$ cat src/rtl/freq_meter_pkg.sv
// rtl/freq_meter_pkg.sv - shared frequency-code constants and measurement FSM states
package freq_meter_pkg;

  localparam int FREQ_CODE_W = 8;
  localparam int CODE_MAX    = 49;

  typedef enum logic [1:0] {
    ARM,
    MEAS,
    CALC,
    DONE
  } fm_state_e;

endpackage

$ cat src/rtl/freq_meter_if.sv
// rtl/freq_meter_if.sv - sensor pulse in, measured code/status out
interface freq_meter_if
  import freq_meter_pkg::*;
  ();

  logic                   pulse_in;
  logic [FREQ_CODE_W-1:0] code;
  logic                   code_valid;
  logic                   ovr;
  logic                   stall;

  modport master (
    output pulse_in,
    input  code,
    input  code_valid,
    input  ovr,
    input  stall
  );

  modport slave (
    input  pulse_in,
    output code,
    output code_valid,
    output ovr,
    output stall
  );

endinterface

$ cat src/rtl/freq_meter_pulse_sync_edge.sv
// rtl/freq_meter_pulse_sync_edge.sv - 2-FF synchroniser with rising-edge detect
module pulse_sync_edge (
  input  logic clk,
  input  logic rst_n,
  input  logic i_async,
  output logic o_edge
);

  logic r_meta;
  logic r_sync;
  logic r_prev;

  always_ff @(posedge clk or negedge rst_n) begin
    if (!rst_n) begin
      r_meta <= 1'b0;
      r_sync <= 1'b0;
      r_prev <= 1'b0;
    end else begin
      r_meta <= i_async;
      r_sync <= r_meta;
      r_prev <= r_sync;
    end
  end

  assign o_edge = r_sync & ~r_prev;

endmodule

$ cat src/rtl/freq_meter.sv
// rtl/freq_meter.sv - pulse-period measurement converted to a 1 Hz..50 Hz code
module freq_meter
  import freq_meter_pkg::*;
#(
  parameter int CLK_HZ   = 50_000_000,
  parameter int CNT_W    = 28,
  parameter int CODE_MAX = freq_meter_pkg::CODE_MAX
) (
  input logic         clk,
  input logic         rst_n,
  freq_meter_if.slave bus
);

  localparam int ACC_W = CNT_W + 1;
  localparam logic [CNT_W-1:0]       CNT_SAT  = CNT_W'(2 * CLK_HZ);
  localparam logic [ACC_W-1:0]       CLK_HZ_A = ACC_W'(CLK_HZ);
  localparam logic [FREQ_CODE_W-1:0] K_MAX    = FREQ_CODE_W'(CODE_MAX + 2);
  localparam logic [FREQ_CODE_W-1:0] K_OVR    = FREQ_CODE_W'(CODE_MAX + 1);
  localparam logic [FREQ_CODE_W-1:0] CODE_TOP = FREQ_CODE_W'(CODE_MAX);

  fm_state_e              r_state;
  fm_state_e              w_state_nxt;
  logic                   w_edge;
  logic [CNT_W-1:0]       r_cnt;
  logic [CNT_W-1:0]       r_p;
  logic [ACC_W-1:0]       r_acc;
  logic [ACC_W-1:0]       w_acc_sum;
  logic [ACC_W-1:0]       w_thresh;
  logic [FREQ_CODE_W-1:0] r_k;
  logic [FREQ_CODE_W-1:0] r_code;
  logic                   r_code_valid;
  logic                   r_ovr;
  logic                   r_stall;
  logic                   w_calc_done;

  pulse_sync_edge u_sync (
    .clk     (clk),
    .rst_n   (rst_n),
    .i_async (bus.pulse_in),
    .o_edge  (w_edge)
  );

  always_ff @(posedge clk or negedge rst_n) begin
    if (!rst_n) begin
      r_cnt <= '0;
    end else if (w_edge) begin
      r_cnt <= CNT_W'(1);
    end else if (r_cnt < CNT_SAT) begin
      r_cnt <= r_cnt + CNT_W'(1);
    end
  end

  // k counts how many periods fit below CLK_HZ + P/2, i.e. round(CLK_HZ/P) with ties up
  assign w_acc_sum   = r_acc + {1'b0, r_p};
  assign w_thresh    = CLK_HZ_A + {2'b00, r_p[CNT_W-1:1]};
  assign w_calc_done = (r_k >= K_MAX) || (w_acc_sum > w_thresh);

  always_ff @(posedge clk or negedge rst_n) begin
    if (!rst_n) begin
      r_state <= ARM;
    end else begin
      r_state <= w_state_nxt;
    end
  end

  always_comb begin
    w_state_nxt = r_state;
    case (r_state)
      ARM:  if (w_edge) w_state_nxt = MEAS;
      MEAS: begin
        if (w_edge) begin
          w_state_nxt = CALC;
        end else if (r_cnt >= CNT_SAT) begin
          w_state_nxt = ARM;
        end
      end
      CALC: if (w_calc_done) w_state_nxt = DONE;
      DONE: w_state_nxt = MEAS;
      default: w_state_nxt = ARM;
    endcase
  end

  always_ff @(posedge clk or negedge rst_n) begin
    if (!rst_n) begin
      r_p          <= '0;
      r_acc        <= '0;
      r_k          <= '0;
      r_code       <= '0;
      r_code_valid <= 1'b0;
      r_ovr        <= 1'b0;
      r_stall      <= 1'b1;
    end else begin
      r_code_valid <= 1'b0;
      case (r_state)
        MEAS: begin
          if (w_edge) begin
            r_p   <= r_cnt;
            r_acc <= '0;
            r_k   <= '0;
          end else if (r_cnt >= CNT_SAT) begin
            r_stall <= 1'b1;
          end
        end
        // Results are registered on the last CALC cycle so code_valid lines up with DONE
        CALC: begin
          if (w_calc_done) begin
            r_code_valid <= 1'b1;
            if (r_k == '0) begin
              r_code  <= '0;
              r_ovr   <= 1'b0;
              r_stall <= 1'b1;
            end else if (r_k <= K_OVR) begin
              r_code  <= r_k - FREQ_CODE_W'(1);
              r_ovr   <= 1'b0;
              r_stall <= 1'b0;
            end else begin
              r_code  <= CODE_TOP;
              r_ovr   <= 1'b1;
              r_stall <= 1'b0;
            end
          end else begin
            r_acc <= w_acc_sum;
            r_k   <= r_k + FREQ_CODE_W'(1);
          end
        end
        default: begin
        end
      endcase
    end
  end

  assign bus.code       = r_code;
  assign bus.code_valid = r_code_valid;
  assign bus.ovr        = r_ovr;
  assign bus.stall      = r_stall;

endmodule

$ cat src/flat_wrapper.sv
// flat-port wrapper written by rule: the top's interface ports become plain ports
module freq_meter_flat import freq_meter_pkg::*;
#(
  parameter int CLK_HZ   = 50_000_000,
  parameter int CNT_W    = 28,
  parameter int CODE_MAX = freq_meter_pkg::CODE_MAX
)
  (clk, rst_n, bus_pulse_in, bus_code, bus_code_valid, bus_ovr, bus_stall);
  freq_meter_if bus_i ();
  input logic clk;
  input logic rst_n;
  input wire logic [$bits(bus_i.pulse_in)-1:0] bus_pulse_in;
  output wire logic [$bits(bus_i.code)-1:0] bus_code;
  output wire logic [$bits(bus_i.code_valid)-1:0] bus_code_valid;
  output wire logic [$bits(bus_i.ovr)-1:0] bus_ovr;
  output wire logic [$bits(bus_i.stall)-1:0] bus_stall;
  assign bus_i.pulse_in = bus_pulse_in;
  assign bus_code = bus_i.code;
  assign bus_code_valid = bus_i.code_valid;
  assign bus_ovr = bus_i.ovr;
  assign bus_stall = bus_i.stall;
  freq_meter #(.CLK_HZ(CLK_HZ), .CNT_W(CNT_W), .CODE_MAX(CODE_MAX)) u_core (.clk(clk), .rst_n(rst_n), .bus(bus_i));
endmodule
$ cat config.mk
export PLATFORM = sky130hd
export DESIGN_NAME = freq_meter_flat
export DESIGN_NICKNAME = d
export VERILOG_FILES = /design/src/rtl/freq_meter_pkg.sv /design/src/rtl/freq_meter_if.sv /design/src/rtl/freq_meter_pulse_sync_edge.sv /design/src/rtl/freq_meter.sv /design/src/flat_wrapper.sv
export SDC_FILE = /design/constraint.sdc
export NUM_CORES = 1
export LEC_CHECK = 0
export BUFFER_PORTS_ARGS = -buffer_cell sky130_fd_sc_hd__buf_2
export CORE_MARGIN = 1
export CORE_UTILIZATION = 56
export DETAILED_ROUTE_END_ITERATION = 7
export PLACE_DENSITY = 0.76
export SYNTH_ARGS = -nofsm -noshare
export SYNTH_HDL_FRONTEND = slang
export SYNTH_SLANG_ARGS = --single-unit
$ cat constraint.sdc
create_clock -name clk -period 7.9 [get_ports clk]
set_input_delay 0.395 -clock clk [delete_from_list [all_inputs] [get_ports clk]]
set_output_delay 0.395 -clock clk [all_outputs]
set_load 0.005 [all_outputs]
Word level (Yosys, flattened, before mapping)
Index checks and enable logic that the tools add are counted.

Order comparisons: 5. Add/subtract/negate cells: 5. Reduce and logical (&&, ||, !) cells: 10. Shifts and indexed selects: 0. Multiply operators: 0. Equal/unequal tests: 10. Bitwise operators: 2. Multiplexer cells: 24. Div/mod/pow operators: 0.

Operators by type and width (number): $mux W29 (2); $pmux W29 S2 (1); $mux W28 (2); $mux W8 (4); $add A29 B28 Y29 (1); $gt A29 B29 Y1 (1); $add A26 B27 Y28 const A (1); $add A28 B1 Y28 const B (1); $ge A28 B27 Y1 const B (1); $lt A28 B27 Y1 const B (1); $pmux W8 S2 (1); $add A8 B1 Y8 const B (1); $ge A8 B6 Y1 const B (1); $le A8 B6 Y1 const B (1); $logic_not A8 Y1 (1); $mux W1 (8); $mux W2 (4); $ne A2 B2 Y1 const B (4); $pmux W2 S4 (1); $sub A8 B1 Y8 const B (1); $reduce_and A3 Y1 (2); $eq A2 B2 Y1 const B (2); $ne A2 B1 Y1 const B (2); $reduce_and A2 Y1 (2); other kinds (9) (10).

Memory bits (writable): 0. Bits in latches: 0. Word-level logic and storage cells: 68. Input port bits: 3. Bits in read-only memories: 0. Memories: 0. Output and inout port bits: 11. Register bits after elaboration: 109.

Longest topological paths before layout
Word-level depth: 5. Depth in mapped cells: 22. Gate-level depth less buffers: 20.

Modules after synthesis
From an unflattened synthesis, not the netlist that was laid out.

Cells, all modules: 781. Area total of the unflattened synthesis: 7477.2 µm².

By module, submodules not included: freq_meter (cells an instance 777, area each 7388.3 µm², times used 1, sequential area each 2653.8 µm²); pulse_sync_edge (cells an instance 4, area each 88.8 µm², times used 1, sequential area each 75.1 µm²).

Least setup slack after synthesis
OpenSTA, ideal clock, no wires.

Path kind: flip-flop to flip-flop. Start: reg u_core.r_acc[0]. End: reg u_core.r_acc[25]. Clock period less this slack: 4.318 ns. Arrival: 4.197 ns. Library setup time: 0.121 ns. Setup slack: 3.582 ns. Path buffers: 1. Required time: 7.779 ns. Cell stages (with the launch flop): 22. Path through: dfrtp_1 ha_1 fa_1 a21oi_1 o21ai_1 o22ai_1 o21bai_1 a221oi_1 o21bai_1 a21oi_1 xnor2_1 ha_1 a21o_1 nand3_1 a21oi_1 o31ai_1 a31o_2 o211ai_1 o21ai_1 nand2_1 buf_2 a22o_1.

Word-level cells in the longest chain between the ends: 5. Elaborated cells on any way between the ends: 7. Classes of those cells: add/sub: 1; order compare: 1; eq/ne: 1; mux: 2; reduce/logical: 2.

RTL lines: start, declared (line freq_meter.sv:26) `logic [ACC_W-1:0] r_acc;`; start signal, assigned (line freq_meter.sv:122) `r_acc <= w_acc_sum;`; $add A29 B28 Y29 (*) (line freq_meter.sv:54) `assign w_acc_sum = r_acc + {1'b0, r_p};`; $gt A29 B29 Y1 (line freq_meter.sv:56) `assign w_calc_done = (r_k >= K_MAX) || (w_acc_sum > w_thresh);`; $logic_or A1 B1 Y1 (line freq_meter.sv:56); $ne A2 B2 Y1 (no line); $reduce_and A3 Y1 (no line).

Mark *: on every way between the ends. The rest lies on a longest branch, timed or not. The select of a mux whose other input is x is not followed. A chain may end at the register's enable or synchronous reset.

Worst setup path in the final report
Start: reg u_core.r_acc[0]. End: reg u_core.r_k[0].

Word-level cells in the longest chain between the ends: 5.

RTL lines: $add A29 B28 Y29 (line freq_meter.sv:54); $gt A29 B29 Y1 (line freq_meter.sv:56); $logic_or A1 B1 Y1 (line freq_meter.sv:56); $ne A2 B2 Y1 (no line); $reduce_and A3 Y1 (no line); end signal, assigned (line freq_meter.sv:123) `r_k <= r_k + FREQ_CODE_W'(1);`; end, declared (line freq_meter.sv:29) `logic [FREQ_CODE_W-1:0] r_k;`.

No other way between the ends.

==> impl_metrics.yaml <==
status:
  status: "finished, final reports clean"
sta:
  finalMaxSlewViolations: 0
  setup-tns-final_ps: 0
  max_freq_ghz: 0.179
  rsz0062_at_grt: "false"
  max-slew-margin-rel: 0.257
  period_share: 0.706
  worstMarginPinSlew_ps: 1100
  hold_viol: 0
  skew_ps: 9.91
  setup_viol: 0
  fin_crit_ps: 5570
synth:
  synth_edf_count: 0
  synthesis.area_um2: 7100
  synth.distinct_cells: 69
  synth_nets: 805
  ys_seq_elements: 109
  synth_top_flop_cell: "dfrtp_1"
  avgSynthCellArea_um2: 9.65
  syn_inst: 735
  ys_seq_area_frac: 0.385
  synthArstFlopShare: 1.00
  yosysWarningCount: 0
clock_tree:
  tritoncts: "done"
  clk_pin_slew_ps: 70
  postCtsHoldBufs: 0
  clockBufferDepth: 2
  clock-sinks: 109
  cts_root_buf: "clkbuf_16"
  cts_setup_buffers: 0
  clock_latency_ps: 360
  cts_resized: 0
  numCtsBuffers: 9
  h-tree-depth: 3
min_path:
  hp-class: "input port to async pin"
power_and_ir_drop:
  p_total_mw: 1.46
  power_density_nw_per_um2: 192
  p_seq_frac: 0.424
  internal-power_mw: 0.988
  p_sw_frac: 0.324
  leakage_nw: 3.76
  pwr-share-comb: 0.230
  clockPowerShare: 0.346
  power_switching_mw: 0.473
  irDropWorstVdd_uv: 167
finish:
  area.growth.synth_to_final_pct: 7.32
  final_common_cell: "dfrtp_1"
  regArea_um2: 2730
  final_cell_mix: "dfrtp_1, ha_1, nor2_1, nand2_1, xor2_1"
  fillers: 984
  nets: 808
  multiInputGateArea_um2: 4140
  drive_gt1_frac: 0.0902
  n_antenna_cell: 0
critical_path:
  crit_type: "flop to flop"
  reg2reg_depth: 20
  crit_path_max_fanout: 26
  r2r-start: "u_core.r_acc[0]"
  required_ps: 8190
  worst_setup_path_start_kind: "flop"
  r2r_end: "u_core.r_k[0]"
  setup.worst_path.end_class: "flop"
  ff2ff_setup_slack_ps: 2330
  critPathArrivalTime_ps: 5870
detailed_routing:
  finalWirelength_um: 15700
  ant_nets: 0
  drtIter0Drc: 362
  vias: 5515
  met2_wirelength_um: 7210
  viasPerCell: 6.05
  dr.max_layer_used: "met4"
  wire_per_inst_um: 17.3
  routed-wl-met3_um: 881
  route.detailed.drc: 0
  dr.pass1.iters: 5
  drt-met1-wl_um: 7280
global_routing:
  grt_use_total: 0.259
  grt_pass1_vias: 5411
  grt_max_degree: 71
  grt_pass1_wl_um: 26500
  grt-ovfl-total: 0
  antenna_found_initial: 0
place:
  io_buffers: 13
  gp_congestion: 0.907
  dp_hpwl_um: 11600
floorplanning:
  die_w_um: 115
  num_io_pins: 14
  die-area_um2: 13100
  num_rows: 40
  initial_utilization: 0.583
  core_area_um2: 12200
  die_h_um: 115
job:
  drv_cap: 0
## cells in the mapped netlist (all sizes together), types with 13 or more instances
cell type	instances	area, µm²
a21oi	34	170
a22o	25	219
clkbuf	16	60.1
dfrtp	108	2700
ha	66	826
inv	29	109
mux2	20	225
nand2	59	221
nand3	28	140
nand4	13	81.3
nor2	60	233
nor3	15	75.1
o21ai	41	205
xnor2	34	305
xor2	38	333
## layer usage
metal  GRT usage  up-vias
met5           0        -
met4      0.0909        0
met3      0.0556       27
met2       0.407      158
met1       0.355     2666
li1            -     2664
## through the flow
step	hold WS [ps]	cell area, µm²	setup WS, ps	instances	utilization
after floorplan	99.4	7100	3580	735	-
after global placement	335	7280	2560	895	0.599
after detailed placement	335	7280	2460	895	0.599
after CTS	16.8	7610	2400	911	0.626
after global routing	45.1	7610	1950	911	0.626
final	5.37	7610	2330	911	0.626
## sequential cells by signal (all words and copies together) (netlist names), 2 cells and up
signal and count:
u_core.r_k 8, u_core.bus.code 8, u_core.r_p 28, u_core.r_cnt 28, u_core.r_state 2, u_core.r_acc 29
## final cells by class
cell class | instances | area share
clock buffer | 11 | 0.0319
sequential | 109 | 0.358
multi-input combinational | 572 | 0.543
timing repair buffer | 17 | 0.0128
tap | 168 | 0.0276
inverter | 29 | 0.0143
clock inverter | 5 | 0.0117
## worst max-delay path: stages, from the launching register on
cell and delay [ps]:
dfrtp_1 390, ha_1 240, fa_1 420, a21oi_1 210
o21ai_1 130, o22ai_1 350, o21bai_1 150, a221oi_1 400
o21bai_1 110, a21oi_1 180, xnor2_1 160, ha_1 280
a21o_1 180, nand3_1 70, a21oi_1 60, o31ai_1 240
a31o_2 180, o211ai_1 220, nor2_4 280, and3_1 920
mux2_2 310
## how the worst max path moves through the flow
| stage | from | end | slack, ps | cells after the start |
|---|---|---|---|---|
| 3_3_place_gp | u_core.r_acc[0] | u_core.r_k[0] | 2560 | 20 |
| 2_1_floorplan | u_core.r_acc[0] | u_core.r_acc[25] | 3580 | 21 |
| 5_1_grt | u_core.r_acc[0] | u_core.r_k[0] | 1950 | 20 |
| 6_report | u_core.r_acc[0] | u_core.r_k[0] | 2330 | 20 |
| 3_5_place_dp | u_core.r_acc[0] | u_core.r_k[0] | 2460 | 20 |
| 4_1_cts | u_core.r_acc[0] | u_core.r_k[0] | 2400 | 20 |
## power by group through the flow
stage	combinational [mW]	sequential, mW	clock (mW)
final	0.336	0.618	0.505
after floorplan	0.255	0.615	0
after global routing	0.383	0.621	0.537
after CTS	0.335	0.617	0.516
after detailed placement	0.333	0.628	0
after global placement	0.321	0.626	0
## cell families after synthesis
kind of cell             after synthesis  synth area share
AO/OA/AOI/OAI                        180             0.180
XOR/XNOR                              72            0.0899
adder cells (fa/ha/maj)               67             0.119
buffers and inverters                 54            0.0326
flip-flops                           109             0.385
multiplexers                          25            0.0388
AND/OR/NAND/NOR                      228             0.155
Power figures use the tool's default switching activity.
